## src/rtl/frame_sync.sv

```systemverilog
// frame_sync: prepends a two-byte sync header to each fixed-length payload frame behind one output register.
// Define FRAME_SYNC_CSUM_EN to append an XOR checksum byte after each frame's payload.
module frame_sync #(
    parameter int                 width_p       = 8,
    parameter int                 frame_bytes_p = 3240,
    parameter logic [width_p-1:0] sync0_p       = 8'hA5,
    parameter logic [width_p-1:0] sync1_p       = 8'h5A
) (
    input  logic               clk_i,
    input  logic               reset_i,
    input  logic               valid_i,
    input  logic [width_p-1:0] data_i,
    output logic               ready_o,
    output logic               valid_o,
    output logic [width_p-1:0] data_o,
    input  logic               ready_i,
    output logic               frame_done_o,
    output logic [7:0]         frame_count_o
);
    localparam int cw_c = $clog2(frame_bytes_p + 1);
    localparam logic [cw_c-1:0] last_c = cw_c'(frame_bytes_p - 1);
`ifdef FRAME_SYNC_CSUM_EN
    typedef enum logic [1:0] {HDR0, HDR1, PAYLOAD, CSUM} state_e;
    localparam state_e after_payload_c = CSUM;
    localparam logic payload_tail_c = 1'b0;
    logic [width_p-1:0] csum_q;
`else
    typedef enum logic [1:0] {HDR0, HDR1, PAYLOAD} state_e;
    localparam state_e after_payload_c = HDR0;
    localparam logic payload_tail_c = 1'b1;
`endif
    state_e state_q, state_d;
    logic [cw_c-1:0] count_q;
    logic [width_p-1:0] data_q, load_data;
    logic [7:0] fcount_q;
    logic valid_q, tail_q, done_q, free, accept, last, load, load_tail, done;

    assign free = !valid_q || ready_i;
    assign ready_o = (state_q == PAYLOAD) && free;
    assign accept = valid_i && ready_o;
    assign last = count_q == last_c;
    assign done = valid_q && ready_i && tail_q;
    assign valid_o = valid_q;
    assign data_o = data_q;
    assign frame_done_o = done_q;
    assign frame_count_o = fcount_q;

    always_ff @(posedge clk_i) state_q <= reset_i ? HDR0 : state_d;

    always_comb begin
        state_d = state_q;
        case (state_q)
            HDR0:    state_d = free ? HDR1 : HDR0;
            HDR1:    state_d = free ? PAYLOAD : HDR1;
            PAYLOAD: state_d = (accept && last) ? after_payload_c : PAYLOAD;
`ifdef FRAME_SYNC_CSUM_EN
            CSUM:    state_d = free ? HDR0 : CSUM;
`endif
            default: state_d = HDR0;
        endcase
    end

    always_comb begin
        load = 1'b0;
        load_data = data_i;
        load_tail = 1'b0;
        case (state_q)
            HDR0: begin
                load = free;
                load_data = sync0_p;
            end
            HDR1: begin
                load = free;
                load_data = sync1_p;
            end
            PAYLOAD: begin
                load = accept;
                load_tail = payload_tail_c && last;
            end
`ifdef FRAME_SYNC_CSUM_EN
            CSUM: begin
                load = free;
                load_data = csum_q;
                load_tail = 1'b1;
            end
`endif
            default: load = 1'b0;
        endcase
    end

    always_ff @(posedge clk_i) begin
        if (reset_i) begin
            data_q <= '0;
            valid_q <= 1'b0;
            tail_q <= 1'b0;
            count_q <= '0;
            done_q <= 1'b0;
            fcount_q <= '0;
        end else begin
            if (load) begin
                data_q <= load_data;
                valid_q <= 1'b1;
                tail_q <= load_tail;
            end else if (ready_i) begin
                valid_q <= 1'b0;
                tail_q <= 1'b0;
            end
            if (accept) count_q <= last ? '0 : count_q + cw_c'(1);
            done_q <= done;
            fcount_q <= fcount_q + 8'(done);
        end
    end

`ifdef FRAME_SYNC_CSUM_EN
    // Payload accept and checksum emission never coincide: ready_o is low in CSUM.
    always_ff @(posedge clk_i) begin
        if (reset_i) csum_q <= '0;
        else if (accept) csum_q <= csum_q ^ data_i;
        else if (state_q == CSUM && free) csum_q <= '0;
    end
`endif
endmodule

```

## config.mk

```make
export PLATFORM = sky130hd
export DESIGN_NAME = frame_sync
export DESIGN_NICKNAME = d
export VERILOG_FILES = /design/src/rtl/frame_sync.sv
export SDC_FILE = /design/constraint.sdc
export NUM_CORES = 1
export LEC_CHECK = 0
export ABC_AREA = 1
export CAP_MARGIN = 20
export CORE_AREA = 3 3 66 68
export DETAILED_ROUTE_END_ITERATION = 6
export DIE_AREA = 0 0 69 71
export GPL_ROUTABILITY_DRIVEN = 0
export GPL_TIMING_DRIVEN = 1
export PLACE_DENSITY = 0.65
export SKIP_CTS_REPAIR_TIMING = 1
export SLEW_MARGIN = 10
export SYNTH_ARGS = -nofsm -noshare
export SYNTH_HDL_FRONTEND = slang
export SYNTH_SLANG_ARGS = --single-unit
```

## constraint.sdc

```tcl
create_clock -name clk_i -period 2.37 [get_ports clk_i]
set_clock_uncertainty 0.2 [all_clocks]
set_input_delay 0.474 -clock clk_i [delete_from_list [all_inputs] [get_ports clk_i]]
set_output_delay 0.474 -clock clk_i [all_outputs]
set_load 0.1 [all_outputs]
```

* Yosys cells after proc, flatten, opt, wreduce, memory -nomap -nowiden *
Cells that the tools add are included.

storage, ports and cells
  register bits after elaboration = 33
  input bits = 12
  output and inout port bits = 19
  word-level logic and storage cells = 33

operators by class
  add/subtract/negate cells = 2
  equality and inequality tests = 3
  muxes and demuxes = 11
  reductions and logical operators = 10

operators with widths
  kind                     count
  $pmux W8 S2              1
  $add A12 B1 Y12 const B  1
  $eq A12 B12 Y1 const B   1
  $mux W12                 1
  $add A8 B1 Y8            1
  $pmux W2 S3              1
  $logic_and A1 B1 Y1      5
  $mux W1                  5
  $mux W2                  2
  $eq A2 B1 Y1 const B     1
  $eq A2 B2 Y1 const B     1
  $logic_not A2 Y1         1
  $pmux W1 S2              1
  $reduce_bool A2 Y1       1
  $reduce_or A2 Y1         1
  $logic_not A1 Y1         1
  $logic_or A1 B1 Y1       1

* Depth between registers and ports, before layout *
Gate-level depths: netlist of the first run.

  depth after elaboration = 7
  gate-level depth with buffers = 9
  depth with buffers taken out = 9

* Least setup slack after synthesis of the first run *
OpenSTA, ideal clock, no wires.

  path type = register to output
  start = register valid_q, in the netlist valid_o
  end = output ready_o
  data arrival time = 2178 ps
  data required time = 1696 ps
  path slack = -482 ps
  stages on the path, launching flop included = 4
  buffers on the path = 0
  cells stage by stage = dfxtp_1 inv_1 nor2_1 nor2_1

between the ends
  word-level cells in the longest chain between the ends = 3

ends and longest elaborated chain
  item                    line  source
  from (decl)             36    logic valid_q, tail_q, done_q, free, accept, last, load, load_tail, done;
  from (signal assigned)  94    valid_q <= 1'b0;
  from (signal assigned)  102   valid_q <= 1'b1;
  from (signal assigned)  105   valid_q <= 1'b0;
  $logic_not A1 Y1        38    assign free = !valid_q || ready_i;
  $logic_or A1 B1 Y1      38
  $logic_and A1 B1 Y1     39    assign ready_o = (state_q == PAYLOAD) && free;
  to (decl)               13    output logic ready_o,

No other way between the ends.

* Worst setup path in the final report of the first run *
  start = input ready_i
  end = register fcount_q[6], in the netlist frame_count_o[6]

between the ends
  word-level cells in the longest chain between the ends = 3

ends and longest elaborated chain
  item                              line  source
  from (decl)                       16    input logic ready_i,
  $logic_and A1 B1 Y1 (2 in a row)  42    assign done = valid_q && ready_i && tail_q;
  named net done                    36
  $add A8 B1 Y8                     110   fcount_q <= fcount_q + 8'(done);
  to (signal assigned)              110
  to (decl)                         35    logic [7:0] fcount_q;

The timed path passes the listed nets, and every way through them passes these cells.
A chain may end at the register's enable or synchronous reset.

==> metrics.csv, run 1 <==
metric,value,unit
Critical Path RT,2380,ps
sequential element share of the synthesized area,0.439,
CP Capture Type,register,
Tcrit/Tclk final,0.884,
CP max stage cell,clkdlybuf4s50_1,
H-tree levels,2,
Worst-path clk slew,70,ps
starting density of the core,0.385,
post-synthesis net count,229,
clk_lat worst skew,280,ps
Port Buffer Count,30,
cells after synthesis,214,
Layout area overhead,29.3,%
"buffers from clock root to sink, at most",2,
vias post-DR,1375,
Critical Path Source Type,primary input,
Synth area leaders,"dfxtp_1 44%, nand2_1 12%, nor2_1 8.7%",
GRT Overall Usage,0.137,
largest net degree at the start of global routing,13,
Die Height,71,µm
WL final,3070,µm
Final setup viols,0,
crit path kind,in2reg,
CTS tree,yes,
Worst Hold Launch,tail_q,
nets,268,
Hold EP,frame_done_o,
fin. max-slew vios,0,
Core Region,3910,µm²
cell accounting for the most synthesized area,dfxtp_1,
Slew @ Worst Pin,338,ps
r2r endpoint,frame_count_o[6],
hold depth,2,
peak fanout along the critical path,2,
Final Hold Viols,0,
reg2reg setup slack,570,ps
outcome,completed,
Cell Rows,23,
share of post-route cells with drive strength above 1,0.173,
Reg2Reg Depth,9,
Max Fclk,478,MHz
setup_tns,0,ps
Top Family by Delay on Critical Path,buffers and inverters,
DR vias/cell,4.52,
RSZ-0062 raised after global routing,no,
Rel. slew slack,0.774,
area of placed instances,1870,µm²
CP Buf/Inv Count,3,
Synth Cell Area,1510,µm²
PwrDens,670,nW/µm²
Die ar.,4900,µm²
initial drt markers,68,
Seq cells post-synth,33,
"slowest stage delay, CP",490,ps
DRC,0,
first-pass GRT wire length,5600,µm
sinks on the clock net,33,
Hold Path Class,reg2reg,
clock buffer count from CTS,5,
Detail Route Antenna Nets,0,
DRT Pass-1 Iters,4,
"Power, Total",1.30,mW
static leakage,0.821,nW
Die Span X,69,µm
crit path cell chain,clkdlybuf4s50_1 > inv_2 > nor3_1 > ha_1 > ha_1 > nand2_1 > inv_1 > nand2_1 > or3_1 > a21oi_1,
io pins,31,
share of the synthesized area in the top cell type,0.439,
Antenna Cells,0,
syn_area_per_cell,7.04,µm²
Final HPWL DP,2310,µm
"Warnings, synthesis",0,
grt total ovfl,0,
CTS root buf,clkbuf_8,
initial antenna violation count,0,
maximum VDD drop,0.000515,V
vias in the first global route,1363,
Worst EP arrival,2100,ps
worst r2r src,valid_o,
Netlist cell types,23,
Avg WL per Cell,10.1,µm
Finished Cell Area,1950,µm²
Max-Cap Viols,0,
min cycle time layout,2090,ps
-- Yosys cell counts --
cell type / instances
nand2_1: 48
nor2_1: 35
dfxtp_1: 33
inv_1: 23
a21oi_1: 19
nand3_1: 12
o21ai_1: 9
inv_2: 6
xor2_1: 5
nor3_1: 4
ha_1: 3
o21ai_0: 3
buf_2: 2
clkbuf_1: 2
nor2_4: 2
a211oi_1: 1
a31oi_1: 1
nand3_2: 1
nand3_4: 1
nand4_1: 1
nor4_1: 1
or3_1: 1
xnor2_1: 1
-- logic make-up after synthesis --
logic type | count (synthesis) | share of synthesized area
AOI/OAI and AO/OA | 33 | 0.112
xor gates and xnor gates | 6 | 0.0349
adders and majority gates | 3 | 0.0249
buffers and inverters | 33 | 0.0839
DFF | 33 | 0.439
and+or+nand+nor | 106 | 0.306
-- where the power goes --
part	leakage, nW	internal (mW)	total [mW]	switching [mW]
clock network	0.0450	0.203	0.401	0.198
registers	0.269	0.581	0.596	0.0158
logic	0.507	0.0763	0.308	0.231
total	0.821	0.860	1.30	0.445
-- sequential cells by signal (all words and copies together), names as in the netlist --
signal and cells:
count_q 12, data_o 8, frame_count_o 8, frame_done_o 1, state_q 2, tail_q 1
valid_o 1
-- worst reg2reg max path: stages (launching register included) --
cell,delay (ps)
dfxtp_2,340
inv_1,60
nor3_1,170
ha_1,200
ha_1,170
nand2_1,50
inv_1,60
nand2_1,60
or3_1,300
a21oi_1,130
-- metrics by stage --
stage	hold WS (ps)	utilization	cells	setup WS, ps
2_1_floorplan	237	-	214	54.6
3_3_place_gp	261	0.477	296	47.2
3_5_place_dp	263	0.477	296	-12.0
4_1_cts	273	0.498	304	280
5_1_grt	294	0.498	304	178
6_report	263	0.498	304	276
-- area by class of cell --
| cell class | count | area (µm²) |
|---|---|---|
| clock buffers | 6 | 72.6 |
| clock inverters | 2 | 10.0 |
| fillers | 421 | 1970 |
| inverters | 29 | 109 |
| multi-input cells | 148 | 722 |
| flip-flops and latches | 33 | 662 |
| well taps | 50 | 62.6 |
| repair buffers | 36 | 310 |
-- routing by layer --
layer	share of wire	up-vias	GRT usage
met2	0.45	36	0.236
met3	0.058	4	0.0412
li1	-	755	-
met4	0.012	0	0.0607
met1	0.48	580	0.157
met5	0	-	0
-- worst max-delay path by stage --
| stage | slack [ps] | startpoint | endpoint | cells past startpoint |
|---|---|---|---|---|
| after floorplan | 50 | frame_count_o[0] | frame_count_o[6] | 7 |
| after global placement | 50 | ready_i | frame_count_o[6] | 10 |
| after detailed placement | -10 | ready_i | frame_count_o[6] | 10 |
| after CTS | 280 | ready_i | frame_count_o[6] | 10 |
| after global routing | 180 | ready_i | frame_count_o[6] | 11 |
| final | 280 | ready_i | frame_count_o[6] | 10 |
-- cell usage in the layout, fill, tap and decap left out, drive strengths merged --
cell type	netlist	final
buf	2	25
or3	1	1
nand2	48	48
xor2	5	5
inv	29	29
clkbuf	2	6
a21oi	19	19
clkdlybuf4s50	0	11
a31oi	1	1
xnor2	1	1
nor4	1	1
nor3	4	4
nand4	1	1
clkinv	0	2
ha	3	3
a211oi	1	1
nor2	37	37
nand3	14	14
dfxtp	33	33
o21ai	12	12
No activity file was read; power rests on OpenSTA's default activity.
==> run 2, diff against run 1 <==
--- a/config.mk
+++ b/config.mk
@@ -12,6 +12,7 @@
 export DIE_AREA = 0 0 69 71
 export GPL_ROUTABILITY_DRIVEN = 0
 export GPL_TIMING_DRIVEN = 1
+export HOLD_SLACK_MARGIN = 0.08
 export PLACE_DENSITY = 0.65
 export SKIP_CTS_REPAIR_TIMING = 1
 export SLEW_MARGIN = 10
==> results of run 2 <==
No change in the layout: final DEF, timing and power equal those of run 1.
